File: src/rtl/demux_1x32_capture_pkg.sv
// Shared widths and state encoding for the 1:32 serial capture block.
package demux_1x32_capture_pkg;
  localparam int WORD_W = 32;
  localparam int IDX_W  = 5;

  typedef enum logic [1:0] {
    IDLE = 2'd0,
    FILL = 2'd1,
    DONE = 2'd2
  } cap_state_t;
endpackage

File: src/rtl/demux1x8_en.sv
// 1:8 demux slice: one-hot write strobe plus the data bit routed to that lane.
module demux1x8_en (
  input  logic       din,
  input  logic [2:0] sel,
  input  logic       en,
  output logic [7:0] strobe,
  output logic [7:0] data
);
  assign strobe = en ? (8'd1 << sel) : 8'd0;
  assign data   = strobe & {8{din}};
endmodule

File: src/rtl/demux_1x32_capture.sv
// Serial-to-parallel capture: addressed writes in IDLE, pointer-driven scan frames in FILL.
module demux_1x32_capture
  import demux_1x32_capture_pkg::*;
#(
  parameter bit LSB_FIRST = 1'b1
) (
  input  logic              clk,
  input  logic              rst_n,
  input  logic              din,
  input  logic              in_valid,
  output logic              in_ready,
  input  logic [IDX_W-1:0]  sel,
  input  logic              start,
  input  logic              clear,
  output logic [WORD_W-1:0] q,
  output logic              frame_valid,
  output logic              busy,
  output logic [IDX_W-1:0]  ptr
);
  localparam logic [IDX_W-1:0] START_IDX = LSB_FIRST ? IDX_W'(0) : IDX_W'(WORD_W-1);
  localparam logic [IDX_W-1:0] TERM_IDX  = LSB_FIRST ? IDX_W'(WORD_W-1) : IDX_W'(0);

  cap_state_t        state;
  logic              accept;
  logic [IDX_W-1:0]  idx;
  logic [WORD_W-1:0] strobe, data, we;

  assign in_ready    = (state != DONE);
  assign busy        = (state == FILL);
  assign frame_valid = (state == DONE);
  assign accept      = in_valid & in_ready;
  assign idx         = (state == FILL) ? ptr : sel;

  // idx[4:3] picks the byte slice, idx[2:0] the bit within it
  for (genvar g = 0; g < WORD_W/8; g++) begin : g_dmx
    demux1x8_en u_dmx (
      .din    (din),
      .sel    (idx[2:0]),
      .en     (idx[4:3] == 2'(g)),
      .strobe (strobe[8*g +: 8]),
      .data   (data[8*g +: 8])
    );
  end

  assign we = strobe & {WORD_W{accept}};

  always_ff @(posedge clk or negedge rst_n) begin
    if (!rst_n) begin
      state <= IDLE;
      ptr   <= START_IDX;
      q     <= '0;
    end else if (clear) begin
      state <= IDLE;
      ptr   <= START_IDX;
      q     <= '0;
    end else begin
      q <= (q & ~we) | (data & we);
      case (state)
        IDLE: if (start) begin
          state <= FILL;
          ptr   <= START_IDX;
        end
        // leave FILL on the terminal beat so ptr never steps past the end
        FILL: if (accept) begin
          if (ptr == TERM_IDX) state <= DONE;
          else                 ptr   <= LSB_FIRST ? ptr + IDX_W'(1) : ptr - IDX_W'(1);
        end
        DONE:    state <= IDLE;
        default: state <= IDLE;
      endcase
    end
  end
endmodule

File: config.mk
export PLATFORM = sky130hd
export DESIGN_NAME = demux_1x32_capture
export DESIGN_NICKNAME = d
export VERILOG_FILES = /design/src/rtl/demux_1x32_capture_pkg.sv /design/src/rtl/demux1x8_en.sv /design/src/rtl/demux_1x32_capture.sv
export SDC_FILE = /design/constraint.sdc
export NUM_CORES = 1
export LEC_CHECK = 0
export BUFFER_PORTS_ARGS = -buffer_cell sky130_fd_sc_hd__buf_2
export CAP_MARGIN = 15
export CORE_UTILIZATION = 40
export DETAILED_ROUTE_END_ITERATION = 8
export PLACE_DENSITY = 0.67
export SLEW_MARGIN = 5
export SYNTH_ARGS = -nofsm -noshare
export SYNTH_HDL_FRONTEND = slang
export SYNTH_SLANG_ARGS = --single-unit
File: constraint.sdc
create_clock -name clk -period 3.7 [get_ports clk]
set_input_delay 0.37 -clock clk [delete_from_list [all_inputs] [get_ports clk]]
set_output_delay 0.37 -clock clk [all_outputs]
set_load 0.01 [all_outputs]
==> results.py, run 1 <==
metrics = {
    "critical_path": {
        "crit_type": "flop to flop",
        "cp-start-kind": "flop",
        "arrival_ns": 2.55,
        "reg2reg_depth": 4,
        "cp_max_fo": 15,
        "rrSetupSlack_ns": 1.34,
        "r2r-end": "q[30]",
        "worstSetupEndpointType": "flop",
        "worstReg2RegStart": "state[1]",
        "cp.required_ns": 3.89,
    },
    "global_route": {
        "grt_use_total_pct": 18.48,
        "grt_pass1_wl_mm": 8.597,
        "grt_overflow_total": 0,
        "grt_max_degree": 44,
        "grt_antenna_before_repair": 0,
        "gr-usage-met2_pct": 27.70,
        "grtUsageMet3_pct": 4.706,
        "grt-busiest-layer": "met2",
        "use_met1_pct": 26.30,
        "grt_pass1_vias": 1645,
    },
    "logic_synthesis": {
        "yosys.cell_types.count": 37,
        "synth_enable_flop_cells": 0,
        "syn_nets": 224,
        "synth_top_cell_area_share_pct": 42.79,
        "synth_cells": 211,
        "ys_seq_area_share_pct": 42.79,
        "syn_area_um2": 2281,
        "synth_top_cell_by_area": "dfrtp_1",
        "syn_avg_cell_area_um2": 10.81,
        "ys_seq_elements": 39,
        "synth_top_flop_cell": "dfrtp_1",
        "ys_warn_count": 0,
        "synth_area_leaders": "dfrtp_1, mux2i_1, nand2b_1",
        "async_flop_share_pct": 100.0,
    },
    "finish": {
        "multiInputGateArea_um2": 1206,
        "fillers": 562,
        "syn2layout_area_growth_pct": 16.62,
        "finalInstanceArea_um2": 2660,
        "nets": 270,
        "layout_commonest_cell": "buf_2",
        "layout-drive-gt1-share_pct": 29.07,
        "diodes": 0,
        "seqCellArea_um2": 975.9,
        "final_cell_mix": "buf_2, dfrtp_1, nand2b_1, mux2i_1, nor3_1",
    },
    "hold_path": {
        "hold_path_class": "input port to asynchronous set/reset pin",
    },
    "clocking": {
        "clkLatencyLatePin_ns": 0.29,
        "clkSinkCount": 39,
        "cts_tree": "yes",
        "ctsHoldBuffers": 0,
        "cts_resized": 0,
        "root_buffer": "clkbuf_8",
        "cts.path.max_buffers": 2,
        "h-tree-depth": 2,
        "cts_inserted_buffers": 5,
        "clk_pin_slew_ns": 0.08,
        "post_cts_buffers": 0,
    },
    "timing": {
        "setup_ws_ns": 1.339,
        "timing.final.crit_share_pct": 63.82,
        "fin_crit_ns": 2.361,
        "hold_viol_final": 0,
        "skew_ns": 0.004741,
        "setup_violations": 0,
        "rsz0062_at_grt": "no",
        "setup_tns_ns": 0,
        "fmax_ghz": 0.4235,
        "slew_viol_final": 0,
        "relSlewSlack_pct": 24.66,
        "worstMarginPinSlew_ns": 1.130,
    },
    "route": {
        "via_per_inst": 5.415,
        "dr.pass1.iters": 4,
        "num_vias": 1787,
        "avgRoutedWirePerCell_um": 15.94,
        "initialDrtViolationCount": 121,
        "drt-total-wl_mm": 5.261,
        "antenna_left": 0,
        "drc": 0,
    },
    "place": {
        "dp_hpwl_mm": 3.440,
        "postPlaceCellArea_um2": 2556,
        "place_congestion": 0.7630,
        "place.port_buffers": 50,
        "place_ws_ns": 1.360,
    },
    "power": {
        "p_leak_nw": 1.271,
        "p_int_w": 0.0006399,
        "power-per-cell-area_nw_per_um2": 329.9,
        "p_sw_w": 0.0002377,
        "ir_worst_vdd_uv": 182.9,
        "p_seq_share_pct": 49.9,
        "p_clk_share_pct": 37.0,
        "switching_share_pct": 27.09,
        "p_comb_share_pct": 13.1,
    },
    "run_status": {
        "status": "finished clean",
    },
    "floorplanning": {
        "fp.dieW_um": 77.52,
        "io_pins": 51,
        "dieArea_um2": 6009,
        "initial_core_util_pct": 41.42,
        "dieHeight_um": 77.52,
        "fp.coreArea_um2": 5507,
        "row_count": 27,
    },
    "job": {
        "max_cap_violations": 0,
    },
}
==> final cells by class <==
type / instances / area share, %
multi-input combinational: 153 / 45.34
sequential: 39 / 36.69
timing repair buffer: 51 / 9.690
clock buffer: 7 / 3.622
tap: 72 / 3.387
inverter: 7 / 0.9878
clock inverter: 1 / 0.2822
==> critical path: stages, from the launching register on <==
cell and delay [ns]:
dfrtp_1 0.60, nand2b_1 0.61, a31oi_1 0.34, nor4_1 0.45, mux2i_1 0.25
==> logic make-up after synthesis <==
| family | share of synthesized area (%) |
|---|---|
| and+or+nand+nor | 27.43 |
| muxes | 17.72 |
| DFF | 42.79 |
| buffers and inverters | 4.334 |
| AOI/OAI and AO/OA | 6.253 |
| adders and majority gates | 1.097 |
| xor gates and xnor gates | 0.3841 |
==> synthesized netlist by cell type (4+ instances only) <==
master,instances
clkbuf_1,7
a31oi_1,6
nand3b_1,5
and4bb_2,4
nor4_1,4
nand2_1,6
nor3b_1,5
inv_1,7
mux2i_1,35
nand2b_1,36
nor3_1,18
dfrtp_1,39
==> state kept, by name, indices dropped and copies added, names as in the netlist <==
register and cells:
state 2, q 32, ptr 5
==> worst max-delay path by stage <==
stage / startpoint / to / slack (ns) / cells past startpoint
5_1_grt: state[0] / q[4] / 1.18 / 4
3_5_place_dp: state[1] / q[30] / 1.36 / 4
4_1_cts: state[1] / q[30] / 1.33 / 4
2_1_floorplan: ptr[0] / ptr[0] / 1.79 / 7
3_3_place_gp: state[1] / q[0] / 1.46 / 4
6_report: state[1] / q[30] / 1.34 / 4
==> through the flow <==
stage / total power [W] / std cells / util (%) / hold WS (ns)
after floorplan: 0.0005252 / 211 / - / 0.07441
after global placement: 0.0005609 / 322 / 46.42 / 0.5233
after detailed placement: 0.0005618 / 322 / 46.42 / 0.5254
after CTS: 0.0008891 / 330 / 48.31 / 0.2331
after global routing: 0.0009162 / 330 / 48.31 / 0.2864
final: 0.0008776 / 330 / 48.31 / 0.2070
==> layer usage <==
layer	wire [µm]	part of all wire, %
met1	2515	48
met5	0	0
met4	55	1.0
met2	2349	45
met3	340	6.5
==> power groups by stage <==
stage,Sequential (W),Clock [W],Combinational [W]
global route,0.000439,0.000351,0.000126
detailed placement,0.000446,0,0.000116
floorplan,0.000446,0,0.0000796
CTS,0.000438,0.000335,0.000116
finish,0.000438,0.000324,0.000115
global placement,0.000446,0,0.000115
(Power assumes the default switching activity.)
==> run 2: changes to the inputs <==
PLACE_DENSITY = 0.69   (was 0.67)
clock period = 2 ns   (was 3.7 ns; I/O delays follow)
==> results.py, run 2 (same netlist as run 1, synthesis figures left out) <==
metrics = {
    "run_status": {
        "status": "finished clean",
    },
    "job": {
        "max_cap_violations": 0,
    },
    "finish": {
        "instances_no_fill": 345,
        "regMostFlops": "q",
        "diodes": 0,
        "layout-drive-gt1-share_pct": 34.07,
        "final_cell_mix": "buf_2, dfrtp_1, nand2b_1, mux2i_1, nor3_1",
        "syn2layout_area_growth_pct": 22.65,
        "largest_reg_flops": 32,
        "top_regs": "q (32), ptr (5), state (2)",
        "nets": 287,
        "layout_commonest_cell": "buf_2",
        "fillers": 520,
        "finalInstanceArea_um2": 2798,
    },
    "global_route": {
        "grt_max_degree": 26,
        "grt_overflow_total": 0,
        "grt_use_total_pct": 18.99,
        "grt_pass1_wl_mm": 8.935,
        "grt_antenna_before_repair": 0,
        "grt_pass1_vias": 1805,
    },
    "timing": {
        "rsz0062_at_grt": "yes",
        "relSlewSlack_pct": 46.84,
        "hold_viol_final": 0,
        "setup_violations": 0,
        "timing.final.crit_share_pct": 95.28,
        "fin_crit_ns": 1.906,
        "worstMarginPinSlew_ns": 0.7937,
        "skew_ns": 0.005200,
        "slew_viol_final": 0,
        "fmax_ghz": 0.5248,
    },
    "floorplanning": {
        "io_pins": 51,
        "initial_core_util_pct": 41.42,
        "dieArea_um2": 6009,
        "fp.coreArea_um2": 5507,
        "dieHeight_um": 77.52,
        "row_count": 27,
        "fp.dieW_um": 77.52,
    },
    "clocking": {
        "post_cts_buffers": 0,
        "cts_inserted_buffers": 5,
        "root_buffer": "clkbuf_8",
        "cts.path.max_buffers": 2,
        "clkLatencyLatePin_ns": 0.29,
        "clkSinkCount": 39,
        "h-tree-depth": 2,
        "clk_pin_slew_ns": 0.07,
        "cts_tree": "yes",
    },
    "hold_path": {
        "min_to": "state[1]",
        "hp-start": "in_valid",
        "hold_path_class": "input port to flop",
        "holdPathStages": 3,
    },
    "place": {
        "dp_hpwl_mm": 3.780,
        "place.port_buffers": 50,
        "dp_cells": 338,
        "place_congestion": 0.7723,
        "postPlaceCellArea_um2": 2676,
    },
    "critical_path": {
        "worstSetupEndpointType": "flop",
        "arrival_ns": 2.07,
        "worstReg2RegStart": "state[1]",
        "r2r-end": "q[14]",
        "reg2reg_depth": 5,
        "cp_max_fo": 10,
        "cp.required_ns": 2.17,
        "rrSetupSlack_ns": 0.09,
        "crit_type": "flop to flop",
        "cp-start-kind": "flop",
    },
    "power": {
        "p_comb_share_pct": 16.5,
        "p_int_w": 0.001131,
        "p_seq_share_pct": 51.8,
        "p_clk_share_pct": 31.7,
        "p_total_w": 0.001553,
        "p_sw_w": 0.0004227,
        "p_leak_nw": 1.345,
        "power-per-cell-area_nw_per_um2": 555.2,
        "ir_worst_vdd_uv": 320.1,
        "switching_share_pct": 27.21,
    },
    "route": {
        "num_vias": 1850,
        "dr.pass1.iters": 4,
        "drc": 0,
        "via_per_inst": 5.362,
        "avgRoutedWirePerCell_um": 15.70,
        "drt-total-wl_mm": 5.416,
        "initialDrtViolationCount": 79,
        "antenna_left": 0,
    },
}
==> run 2: changes by cell type in the layout (fill, tap and decap cells not counted), sizes merged <==
| cell | delta |
|---|---|
| dlygate4sd3 | +1 |
| clkinvlp | -1 |
| clkbuf | -1 |
| buf | +16 |
==> run 2: worst max path at each step <==
| stage | from | end | slack (ns) | cells after the start |
|---|---|---|---|---|
| 2_1_floorplan | ptr[0] | ptr[0] | 0.09 | 7 |
| 3_3_place_gp | state[1] | q[30] | 0.08 | 4 |
| 3_5_place_dp | state[1] | q[30] | -0.0004 | 4 |
| 4_1_cts | ptr[0] | ptr[0] | 0.06 | 7 |
| 5_1_grt | state[1] | q[14] | -0.04 | 5 |
| 6_report | state[1] | q[14] | 0.09 | 5 |
==> run 2: cell type report <==
cell class,count,area [µm²],share of cell area (%)
Tap cell,72,90.09,3.220
Multi-Input combinational cell,153,1245,44.50
Sequential cell,39,975.9,34.88
Timing Repair Buffer,68,387.9,13.86
Clock buffer,6,72.57,2.594
Inverter,7,26.28,0.9392
==> run 2: per-stage QoR <==
| stage | TNS [ns] | utilization [%] | hold slack, ns | setup WS [ns] |
|---|---|---|---|---|
| after floorplan | 0 | - | -0.09559 | 0.09168 |
| after global placement | 0 | 48.60 | 0.1670 | 0.07660 |
| after detailed placement | -0.0003912 | 48.60 | 0.1726 | -0.0003912 |
| after CTS | 0 | 50.22 | 0.2302 | 0.06083 |
| after global routing | -0.1128 | 50.81 | 0.2674 | -0.03506 |
| final | 0 | 50.81 | 0.2470 | 0.09443 |
==> run 2: timing repair <==
| item | 4_1_cts | 5_1_grt |
|---|---|---|
| endpoints found under the setup margin | 1 | 8 |
| gates resized for setup | 1 | 5 |
| hold endpoints to repair | 17 | 0 |
| hold buffers | 1 | 0 |
==> run 2: critical path, stage by stage, from the launching register on <==
cell and delay (ns):
dfrtp_1 0.47, nand2b_1 0.22, buf_4 0.21, a31oi_1 0.58, nor4_1 0.15, mux2i_1 0.15
==> run 2: routing by layer <==
layer / vias up / GRT usage [%] / share of wire (%)
met4: 0 / 7.358 / 2.0
met3: 13 / 3.294 / 4.3
li1: 882 / - / -
met1: 906 / 25.69 / 47
met5: - / 0 / 0
met2: 49 / 30.18 / 47
==> run 2: power by group through the flow <==
stage	Combinational (W)	Sequential, W	Clock [W]
final	0.000256	0.000804	0.000493
after global routing	0.000281	0.000806	0.000536
after CTS	0.000250	0.000804	0.000509
after detailed placement	0.000247	0.000819	0
after global placement	0.000243	0.000819	0
after floorplan	0.000147	0.000824	0
==> run 3: changes to the inputs <==
MAX_ROUTING_LAYER = met4   (was not set)
PLACE_DENSITY = 0.67   (was 0.69)
clock period = 2.2 ns   (was 2 ns; I/O delays follow)
==> results.py, run 3 (same netlist as run 1, synthesis figures left out) <==
metrics = {
    "route": {
        "via_per_inst": 5.282,
        "met1Wirelength_mm": 2.461,
        "wl_met3_um": 204,
        "antenna_left": 0,
        "avgRoutedWirePerCell_um": 15.00,
        "top_layer": "met4",
        "drc": 0,
        "wl_met2_mm": 2.358,
        "drt-total-wl_mm": 5.055,
        "num_vias": 1780,
        "initialDrtViolationCount": 98,
        "dr.pass1.iters": 4,
    },
    "floorplanning": {
        "row_count": 27,
        "dieArea_um2": 6009,
        "initial_core_util_pct": 41.42,
        "fp.coreArea_um2": 5507,
        "dieHeight_um": 77.52,
        "io_pins": 51,
        "fp.dieW_um": 77.52,
    },
    "run_status": {
        "status": "finished clean",
    },
    "timing": {
        "worstMarginPinSlew_ns": 0.8948,
        "setup_tns_ns": 0,
        "skew_ns": 0.005803,
        "timing.final.crit_share_pct": 90.18,
        "fmax_ghz": 0.5040,
        "fin_crit_ns": 1.984,
        "hold_viol_final": 0,
        "relSlewSlack_pct": 40.35,
        "setup_violations": 0,
        "rsz0062_at_grt": "no",
        "slew_viol_final": 0,
    },
    "finish": {
        "final_cell_mix": "buf_2, dfrtp_1, nand2b_1, mux2i_1, nor3_1",
        "regMostFlops": "q",
        "largest_reg_flops": 32,
        "multiInputGateArea_um2": 1210,
        "fillers": 533,
        "seqCellArea_um2": 975.9,
        "top_regs": "q (32), ptr (5), state (2)",
        "layout-drive-gt1-share_pct": 30.94,
        "layout_commonest_cell": "buf_2",
        "finalInstanceArea_um2": 2745,
        "nets": 277,
        "diodes": 0,
        "syn2layout_area_growth_pct": 20.35,
    },
    "power": {
        "p_seq_share_pct": 44.6,
        "p_clk_share_pct": 43.0,
        "p_int_w": 0.001255,
        "p_comb_share_pct": 12.4,
        "p_sw_w": 0.0003957,
        "ir_worst_vdd_uv": 385.0,
        "switching_share_pct": 23.98,
        "p_leak_nw": 1.319,
        "power-per-cell-area_nw_per_um2": 601.3,
    },
    "critical_path": {
        "cp_max_fo": 9,
        "worstReg2RegStart": "ptr[0]",
        "worstSetupEndpointType": "flop",
        "r2r-end": "ptr[0]",
        "arrival_ns": 2.16,
        "reg2reg_depth": 7,
        "cp.required_ns": 2.38,
        "cp-start-kind": "flop",
        "rrSetupSlack_ns": 0.22,
        "crit_type": "flop to flop",
    },
    "hold_path": {
        "hold_path_class": "input port to asynchronous set/reset pin",
    },
    "clocking": {
        "clkLatencyLatePin_ns": 0.29,
        "clkSinkCount": 39,
        "cts.path.max_buffers": 2,
        "cts_inserted_buffers": 5,
        "clk_pin_slew_ns": 0.08,
        "h-tree-depth": 2,
        "cts_tree": "yes",
        "root_buffer": "clkbuf_8",
        "ctsHoldBuffers": 0,
    },
    "place": {
        "postPlaceCellArea_um2": 2609,
        "dp_hpwl_mm": 3.419,
        "place.port_buffers": 50,
        "place_congestion": 0.7707,
    },
    "global_route": {
        "grt_max_degree": 40,
        "grt_overflow_total": 0,
        "grt_antenna_before_repair": 0,
        "grt_pass1_wl_mm": 8.562,
        "grt_use_total_pct": 18.55,
        "grt_pass1_vias": 1730,
    },
    "job": {
        "max_cap_violations": 0,
    },
}
run 3: cell count changes in the layout (fill, tap and decap cells not counted):
cell / before / now
mux2i_2: 1 / 2
xnor2_2: 1 / 0
buf_4: 17 / 8
mux2i_4: 1 / 0
dlygate4sd3_1: 1 / 0
nor4_2: 3 / 0
xnor2_1: 0 / 1
nor4_1: 1 / 4
bufinv_16: 0 / 2
run 3: metal layers:
layer  track usage [%]  vias to the layer above
met3             4.353                        3
met5                 -                        -
met4             3.396                        0
met2             29.47                       42
li1                  -                      861
met1             24.36                      874
run 3: how the worst max path moves through the flow:
stage | start | endpoint | slack, ns | cells after the start
after floorplan | ptr[0] | ptr[0] | 0.29 | 7
after global placement | ptr[0] | ptr[0] | 0.24 | 7
after detailed placement | ptr[0] | ptr[0] | 0.14 | 7
after CTS | ptr[0] | ptr[0] | 0.13 | 7
after global routing | ptr[0] | ptr[0] | 0.05 | 7
final | ptr[0] | ptr[0] | 0.22 | 7
run 3: worst max-delay path, cell delays in order, from the launching register on:
cell	delay (ns)
dfrtp_1	0.47
ha_1	0.24
and3_1	0.18
ha_1	0.18
nand3b_1	0.17
a21oi_2	0.25
nor2_1	0.11
mux2_2	0.28
run 3: metrics by stage:
stage / instances / worst slack, ns / power [W] / hold slack (ns) / util, %
after global placement: 329 / 0.2386 / 0.0009529 / 0.4002 / 47.38
after floorplan: 211 / 0.2917 / 0.0008832 / -0.07559 / -
after detailed placement: 329 / 0.1357 / 0.0009552 / 0.4055 / 47.38
final: 337 / 0.2159 / 0.001651 / 0.04906 / 49.85
after global routing: 337 / 0.04794 / 0.001714 / 0.1185 / 49.85
after CTS: 337 / 0.1348 / 0.001665 / 0.07701 / 49.78
run 3: final cells by class:
cell class / count / area share, %
clock buffers: 6 / 2.644
repair buffers: 58 / 11.30
inverters: 7 / 0.9572
multi-input cells: 153 / 44.07
well taps: 72 / 3.282
flip-flops and latches: 39 / 35.55
clock inverters: 2 / 2.188
run 3: power by group through the flow:
stage / Sequential [W] / Combinational (W) / Clock (W)
6_report: 0.000736 / 0.000205 / 0.000710
5_1_grt: 0.000738 / 0.000225 / 0.000751
4_1_cts: 0.000736 / 0.000206 / 0.000723
3_5_place_dp: 0.000750 / 0.000205 / 0
3_3_place_gp: 0.000750 / 0.000203 / 0
2_1_floorplan: 0.000749 / 0.000134 / 0
run 3: repair_timing:
item                                    in CTS  in global routing
setup buffers                                0                  0
resized for setup                            0                  1
endpoints found under the setup margin       0                  1
